### src/rtl/mips_prog_loader_pkg.sv
// Shared types for the program loader: FSM state encoding and word width.
package mips_prog_loader_pkg;

  localparam int unsigned WORD_W = 32;

  typedef enum logic [2:0] {
    ST_IDLE  = 3'd0,
    ST_HDR   = 3'd1,
    ST_DATA  = 3'd2,
    ST_WRITE = 3'd3,
    ST_CHK   = 3'd4,
    ST_DONE  = 3'd5,
    ST_ERR   = 3'd6
  } loader_state_e;

  // States in which the loader listens to the byte stream and the inter-byte timer runs
  function automatic logic is_rx_state(loader_state_e s);
    return (s == ST_HDR) || (s == ST_DATA) || (s == ST_CHK);
  endfunction

endpackage

### src/rtl/mips_prog_loader_byte_assembler.sv
// Packs a byte stream into 32-bit little-endian words; word_done pulses in the
// cycle the 4th byte is accepted, with the complete word on 'word'.
module mips_prog_loader_byte_assembler
  import mips_prog_loader_pkg::*;
(
  input  logic              clk,
  input  logic              rst,
  input  logic              clear,
  input  logic              byte_valid,
  input  logic [7:0]        byte_in,
  output logic [WORD_W-1:0] word,
  output logic              word_done
);

  logic [WORD_W-1:0] shift_q, shift_d;
  logic [1:0]        cnt_q, cnt_d;

  always_comb begin
    shift_d = shift_q;
    cnt_d   = cnt_q;
    if (clear) begin
      shift_d = '0;
      cnt_d   = '0;
    end else if (byte_valid) begin
      shift_d = {byte_in, shift_q[WORD_W-1:8]};
      cnt_d   = cnt_q + 2'd1;
    end
  end

  // Newest byte lands in the top lane, so after four shifts the first byte sits in [7:0]
  assign word      = {byte_in, shift_q[WORD_W-1:8]};
  assign word_done = byte_valid && !clear && (cnt_q == 2'd3);

  always_ff @(posedge clk) begin
    if (rst) begin
      shift_q <= '0;
      cnt_q   <= '0;
    end else begin
      shift_q <= shift_d;
      cnt_q   <= cnt_d;
    end
  end

endmodule

### src/rtl/mips_prog_loader.sv
// Byte-stream program loader for the multicycle CPU memory; holds the CPU in reset while loading.
// Optional trailing XOR checksum word enabled by defining LOADER_CHKSUM_EN.
module mips_prog_loader
  import mips_prog_loader_pkg::*;
#(
  parameter int ADDR_W    = 8,
  parameter int BASE_ADDR = 0,
  parameter int MAX_WORDS = 256,
  parameter int TIMEOUT   = 50000
) (
  input  logic              CLK,
  input  logic              CLR,
  input  logic              LoadReq,
  input  logic [7:0]        RxData,
  input  logic              RxValid,
  output logic              RxReady,
  output logic              MemWE,
  output logic [ADDR_W-1:0] MemAddr,
  output logic [31:0]       MemWD,
  output logic              CPU_CLR,
  output logic              Busy,
  output logic              Done,
  output logic              Err
);

  localparam int IDX_W = $clog2(MAX_WORDS + 1);
  localparam int TMO_W = $clog2(TIMEOUT + 1);

`ifdef LOADER_CHKSUM_EN
  localparam loader_state_e ST_AFTER_LAST = ST_CHK;
`else
  localparam loader_state_e ST_AFTER_LAST = ST_DONE;
`endif

  loader_state_e     state_q, state_d;
  logic [IDX_W-1:0]  idx_q, idx_d;
  logic [IDX_W-1:0]  n_q, n_d;
  logic [IDX_W-1:0]  idx_next;
  logic [TMO_W-1:0]  tmo_q, tmo_d;
  logic              rx_ready_q, rx_ready_d;
  logic              mem_we_q, mem_we_d;
  logic [ADDR_W-1:0] mem_addr_q, mem_addr_d;
  logic [31:0]       mem_wd_q, mem_wd_d;
  logic              cpu_clr_q, cpu_clr_d;
  logic              busy_q, busy_d;
  logic              done_q, done_d;
  logic              err_q, err_d;
`ifdef LOADER_CHKSUM_EN
  logic [31:0]       chk_q, chk_d;
`endif

  logic              accept;
  logic              start;
  logic [31:0]       asm_word;
  logic              asm_done;

  assign accept   = RxValid && rx_ready_q;
  assign start    = LoadReq && ((state_q == ST_IDLE) || (state_q == ST_DONE) || (state_q == ST_ERR));
  assign idx_next = idx_q + IDX_W'(1);

  mips_prog_loader_byte_assembler u_asm (
    .clk        (CLK),
    .rst        (CLR),
    .clear      (start),
    .byte_valid (accept),
    .byte_in    (RxData),
    .word       (asm_word),
    .word_done  (asm_done)
  );

  always_comb begin
    state_d    = state_q;
    idx_d      = idx_q;
    n_d        = n_q;
    tmo_d      = tmo_q;
    mem_we_d   = 1'b0;
    mem_addr_d = mem_addr_q;
    mem_wd_d   = mem_wd_q;
`ifdef LOADER_CHKSUM_EN
    chk_d      = chk_q;
`endif

    if (is_rx_state(state_q)) begin
      if (accept) begin
        tmo_d = '0;
      end else begin
        tmo_d = tmo_q + TMO_W'(1);
        if (tmo_q == TMO_W'(TIMEOUT - 1)) state_d = ST_ERR;
      end
    end

    case (state_q)
      ST_IDLE, ST_DONE, ST_ERR: begin
        if (LoadReq) begin
          state_d = ST_HDR;
          idx_d   = '0;
          n_d     = '0;
          tmo_d   = '0;
`ifdef LOADER_CHKSUM_EN
          chk_d   = '0;
`endif
        end
      end
      ST_HDR: begin
        if (asm_done) begin
          if (asm_word == 32'd0) begin
            state_d = ST_AFTER_LAST;
          end else if (asm_word > 32'(MAX_WORDS)) begin
            state_d = ST_ERR;
          end else begin
            n_d     = asm_word[IDX_W-1:0];
            state_d = ST_DATA;
          end
        end
      end
      ST_DATA: begin
        if (asm_done) begin
          mem_we_d   = 1'b1;
          mem_addr_d = ADDR_W'(BASE_ADDR) + ADDR_W'(idx_q);
          mem_wd_d   = asm_word;
`ifdef LOADER_CHKSUM_EN
          chk_d      = chk_q ^ asm_word;
`endif
          state_d    = ST_WRITE;
        end
      end
      ST_WRITE: begin
        idx_d   = idx_next;
        state_d = (idx_next == n_q) ? ST_AFTER_LAST : ST_DATA;
      end
`ifdef LOADER_CHKSUM_EN
      ST_CHK: begin
        if (asm_done) state_d = (asm_word == chk_q) ? ST_DONE : ST_ERR;
      end
`endif
      default: state_d = ST_IDLE;
    endcase

    // Outputs are registered versions of what the next state implies
    rx_ready_d = is_rx_state(state_d);
    busy_d     = (state_d == ST_HDR) || (state_d == ST_DATA) ||
                 (state_d == ST_WRITE) || (state_d == ST_CHK);
    done_d     = (state_d == ST_DONE);
    err_d      = (state_d == ST_ERR);
    cpu_clr_d  = (state_d == ST_IDLE) || (state_d == ST_DONE);
  end

  always_ff @(posedge CLK) begin
    if (CLR) begin
      state_q    <= ST_IDLE;
      idx_q      <= '0;
      n_q        <= '0;
      tmo_q      <= '0;
      rx_ready_q <= 1'b0;
      mem_we_q   <= 1'b0;
      mem_addr_q <= ADDR_W'(BASE_ADDR);
      mem_wd_q   <= '0;
      cpu_clr_q  <= 1'b1;
      busy_q     <= 1'b0;
      done_q     <= 1'b0;
      err_q      <= 1'b0;
`ifdef LOADER_CHKSUM_EN
      chk_q      <= '0;
`endif
    end else begin
      state_q    <= state_d;
      idx_q      <= idx_d;
      n_q        <= n_d;
      tmo_q      <= tmo_d;
      rx_ready_q <= rx_ready_d;
      mem_we_q   <= mem_we_d;
      mem_addr_q <= mem_addr_d;
      mem_wd_q   <= mem_wd_d;
      cpu_clr_q  <= cpu_clr_d;
      busy_q     <= busy_d;
      done_q     <= done_d;
      err_q      <= err_d;
`ifdef LOADER_CHKSUM_EN
      chk_q      <= chk_d;
`endif
    end
  end

  assign RxReady = rx_ready_q;
  assign MemWE   = mem_we_q;
  assign MemAddr = mem_addr_q;
  assign MemWD   = mem_wd_q;
  assign CPU_CLR = cpu_clr_q;
  assign Busy    = busy_q;
  assign Done    = done_q;
  assign Err     = err_q;

endmodule

### config.mk
export PLATFORM = sky130hd
export DESIGN_NAME = mips_prog_loader
export DESIGN_NICKNAME = d
export VERILOG_FILES = /design/src/rtl/mips_prog_loader_pkg.sv /design/src/rtl/mips_prog_loader_byte_assembler.sv /design/src/rtl/mips_prog_loader.sv
export SDC_FILE = /design/constraint.sdc
export NUM_CORES = 1
export LEC_CHECK = 0
export CAP_MARGIN = 20
export CORE_UTILIZATION = 50
export DETAILED_ROUTE_END_ITERATION = 12
export DONT_BUFFER_PORTS = 1
export SYNTH_ARGS = -nofsm -noshare
export SYNTH_HDL_FRONTEND = slang
export SYNTH_SLANG_ARGS = --single-unit
### constraint.sdc
create_clock -name CLK -period 3.99 [get_ports CLK]
set_clock_uncertainty 0.05 [all_clocks]
set_input_delay 0.5985 -clock CLK [delete_from_list [all_inputs] [get_ports CLK]]
set_output_delay 0.5985 -clock CLK [all_outputs]
set_load 0.01 [all_outputs]
==> summary.txt <==
Global route
  – Vias in the first global route: 3420
  – Largest net degree at the start of global routing: 65
  – Initial antenna violation count: 0
  – All-Layer GR Usage: 0.214
  – GR Overflow Total: 0
  – First-pass GRT wire length: 16600 um

Min path
  – Hold Crit Class: input port to flip-flop

Clock network
  – Clock-pin slew on the worst setup and hold paths: 0.10 ns
  – CTS max path bufs: 2
  – Post CTS Setup Buffer Count: 0
  – Cts hold-fix bufs: 0
  – Clock Sink Count: between 100 and 150
  – Resized cells post-CTS: 0
  – CTS Root Cell: clkbuf_8
  – Clock Latency Late Sink: 0.37 ns
  – CTS tree: yes
  – CTS buffer count: 9
  – Htree depth: 3

Status
  – Status: finished, violations left
  – Failing checks: DRC

Power and ir drop
  – Peak supply drop: 171 uV
  – PD cells: 385 nW/um2
  – Static leakage power: 1.60 nW

STA
  – Max-slew violation count: 0
  – RSZ-0062 raised after global routing: no
  – Hold Vio Cnt, Final: 0
  – Setup TNS: 0 ns
  – Tmin final: around 2.6 ns
  – Worst relative slew slack: 0.436
  – # setup viols final: 0
  – Final Cycle Share: 0.647
  – Worst-Margin Slew: 0.844 ns
  – Max Freq: 388 MHz

Yosys
  – Post-Syn Area: 4590 um2
  – Post-synthesis cell count: 574
  – FF+latch count, synth: between 100 and 150
  – Number of flops mapped to enable cells by yosys: 0
  – Net Count, Synth: 589
  – Synthesized area per cell: about 8 um2
  – Warnings, synthesis: 0
  – Async SR Flop Fraction: 0
  – Cell variety after synth: 52
  – Sequential fraction of the synthesis area: 0.476
  – Ys flop type: dfxtp_1

Cells and area
  – Commonest non-fill, non-tap cell in the layout: nand2_1
  – Design area: between 4000 and 5000 um2
  – Most frequent cells in the layout: 150 x nand2_1, 109 x dfxtp_1, 78 x a21oi_1
  – Area grow syn2layout: 5.13%
  – Util after Layout: 0.547
  – Nets: 569
  – Reg area: 2180 um2
  – Number of fill cells in the layout: 855
  – Layout cell share with drive strength beyond 1: 0.0537
  – ANT cells: 0
  – Footprint of the multi-input gates: 2250 um2

Setup path
  – R2r worst-path depth: 8
  – Crit path arrival time: 2.79 ns
  – Worst r2r src: idx_q[0]
  – Critical path endpoint: CPU_CLR
  – Crit start category: flip-flop
  – Worst Setup SP: idx_q[0]
  – Crit path capture type: flip-flop
  – CP Max Fanout: 8
  – Reg2Reg Setup Slack: 1.41 ns
  – Worst EP required: 4.20 ns
  – Crit Path Category: flip-flop to flip-flop
  – Worst r2r dst: CPU_CLR

Die
  – Die area: between 9000 and 10000 um2
  – Chip Height: about 98 um
  – Initial Util: 0.521
  – Row Count: 34
  – Ports: 58
  – CORE AREA: roughly 9000 um2
  – Die W: 97.8 um

Route
  – DRT iter0 DRCs: 120
  – Post-DRT Antenna Nets: 0
  – Via density: around 5.6
  – First-pass DRT Iterations: 9
  – DRC violations left: 8
  – DR WL/cell: about 15 um
  – Final WL: roughly 10000 um
  – Via count: 3726

Placed design
  – GPL Wtd Cong: ~0.8
  – IO Port Bufs: 0
  – DPL Wire Length: 6860 um
  – Placed cell areas: approximately 4600 um2

Flow run
  – Max-Cap Viols: 0
[worst min-delay path by stage]
stage                   startpoint             end  slack (ns)  cells past startpoint
floorplan           u_asm.cnt_q[1]  u_asm.cnt_q[1]        0.39                      2
global route                   CLR       MemWD[21]        0.22                      1
global placement    u_asm.cnt_q[1]  u_asm.cnt_q[1]        0.40                      2
detailed placement  u_asm.cnt_q[1]  u_asm.cnt_q[1]        0.41                      2
finish                         CLR       MemWD[16]        0.24                      1
CTS                            CLR       MemWD[13]        0.22                      1
[metrics by stage]
step	power (mW)	cells	hold WS [ns]	worst slack, ns
CTS	1.87	667	0.219	1.38
global route	1.93	667	0.224	1.08
global placement	1.19	651	0.395	1.53
floorplan	1.18	574	0.390	1.78
finish	1.85	667	0.245	1.41
detailed placement	1.19	651	0.408	1.41
[where the power goes]
| group | switching, mW | internal [mW] |
|---|---|---|
| registers | 0.0113 | 1.09 |
| logic | 0.0398 | 0.0169 |
| clock network | 0.389 | 0.303 |
| total | 0.440 | 1.41 |
[critical path: stages (launching register included)]
cell and delay [ns]:
dfxtp_1 0.47, ha_1 0.31, nand3_2 0.17, nor3_1 0.37, xnor2_1 0.18, nand4_1 0.12
o311ai_1 0.44, and3b_1 0.28, a21oi_1 0.08
[state kept, by name (all words and copies together), names as in the netlist]
| register | cells |
|---|---|
| MemWD | 32 |
| u_asm.shift_q | 24 |
| tmo_q | 16 |
| idx_q | 9 |
| n_q | 9 |
| MemAddr | 8 |
| state_q | 3 |
| u_asm.cnt_q | 2 |
| Busy | 1 |
| CPU_CLR | 1 |
| Done | 1 |
| Err | 1 |
| MemWE | 1 |
| RxReady | 1 |
[routing by layer]
metal	part of all wire	up-vias	track usage
li1	-	1895	-
met1	0.49	1737	0.295
met2	0.44	78	0.333
met3	0.044	16	0.0408
met4	0.019	0	0.0816
met5	0	-	0
[Yosys cell counts (2+ instances only)]
library cell | instances | area share
inv_1 | 4 | 0.0033
o21ai_0 | 11 | 0.012
o21a_1 | 4 | 0.0065
and3b_1 | 3 | 0.0057
nand3_1 | 10 | 0.011
and4_1 | 2 | 0.0038
dfxtp_1 | 109 | 0.48
a31oi_1 | 4 | 0.0055
nand3b_1 | 2 | 0.0033
buf_1 | 2 | 0.0016
nand2_1 | 150 | 0.12
and3_1 | 2 | 0.0027
and2_1 | 5 | 0.0068
nor3_1 | 7 | 0.0076
buf_2 | 6 | 0.0065
clkbuf_1 | 25 | 0.020
or3_1 | 6 | 0.0082
nor2_1 | 49 | 0.040
a22oi_1 | 10 | 0.016
a21oi_1 | 78 | 0.085
o32ai_1 | 2 | 0.0038
or3b_1 | 2 | 0.0038
nand4_1 | 8 | 0.011
a21o_1 | 3 | 0.0049
xnor2_1 | 12 | 0.023
ha_1 | 3 | 0.0082
or2_2 | 3 | 0.0041
nand2b_1 | 3 | 0.0041
nor4_1 | 8 | 0.011
xor2_1 | 16 | 0.031
nor2b_1 | 4 | 0.0055
[area by class of cell]
| type | count | share of cell area |
|---|---|---|
| clock buffers | 10 | 0.0265 |
| inverters | 4 | 0.00311 |
| repair buffers | 4 | 0.00623 |
| multi-input cells | 426 | 0.467 |
| flip-flops and latches | 109 | 0.453 |
| clock inverters | 6 | 0.0169 |
| well taps | 108 | 0.0280 |
[logic make-up after synthesis]
| kind of cell | after synthesis | share of synthesized area |
|---|---|---|
| AO/OA/AOI/OAI | 121 | 0.151 |
| XOR/XNOR | 28 | 0.0535 |
| adder cells (fa/ha/maj) | 3 | 0.00819 |
| buffers and inverters | 39 | 0.0347 |
| flip-flops | 109 | 0.476 |
| AND/OR/NAND/NOR | 274 | 0.276 |
No activity file was read; power rests on OpenSTA's default activity.
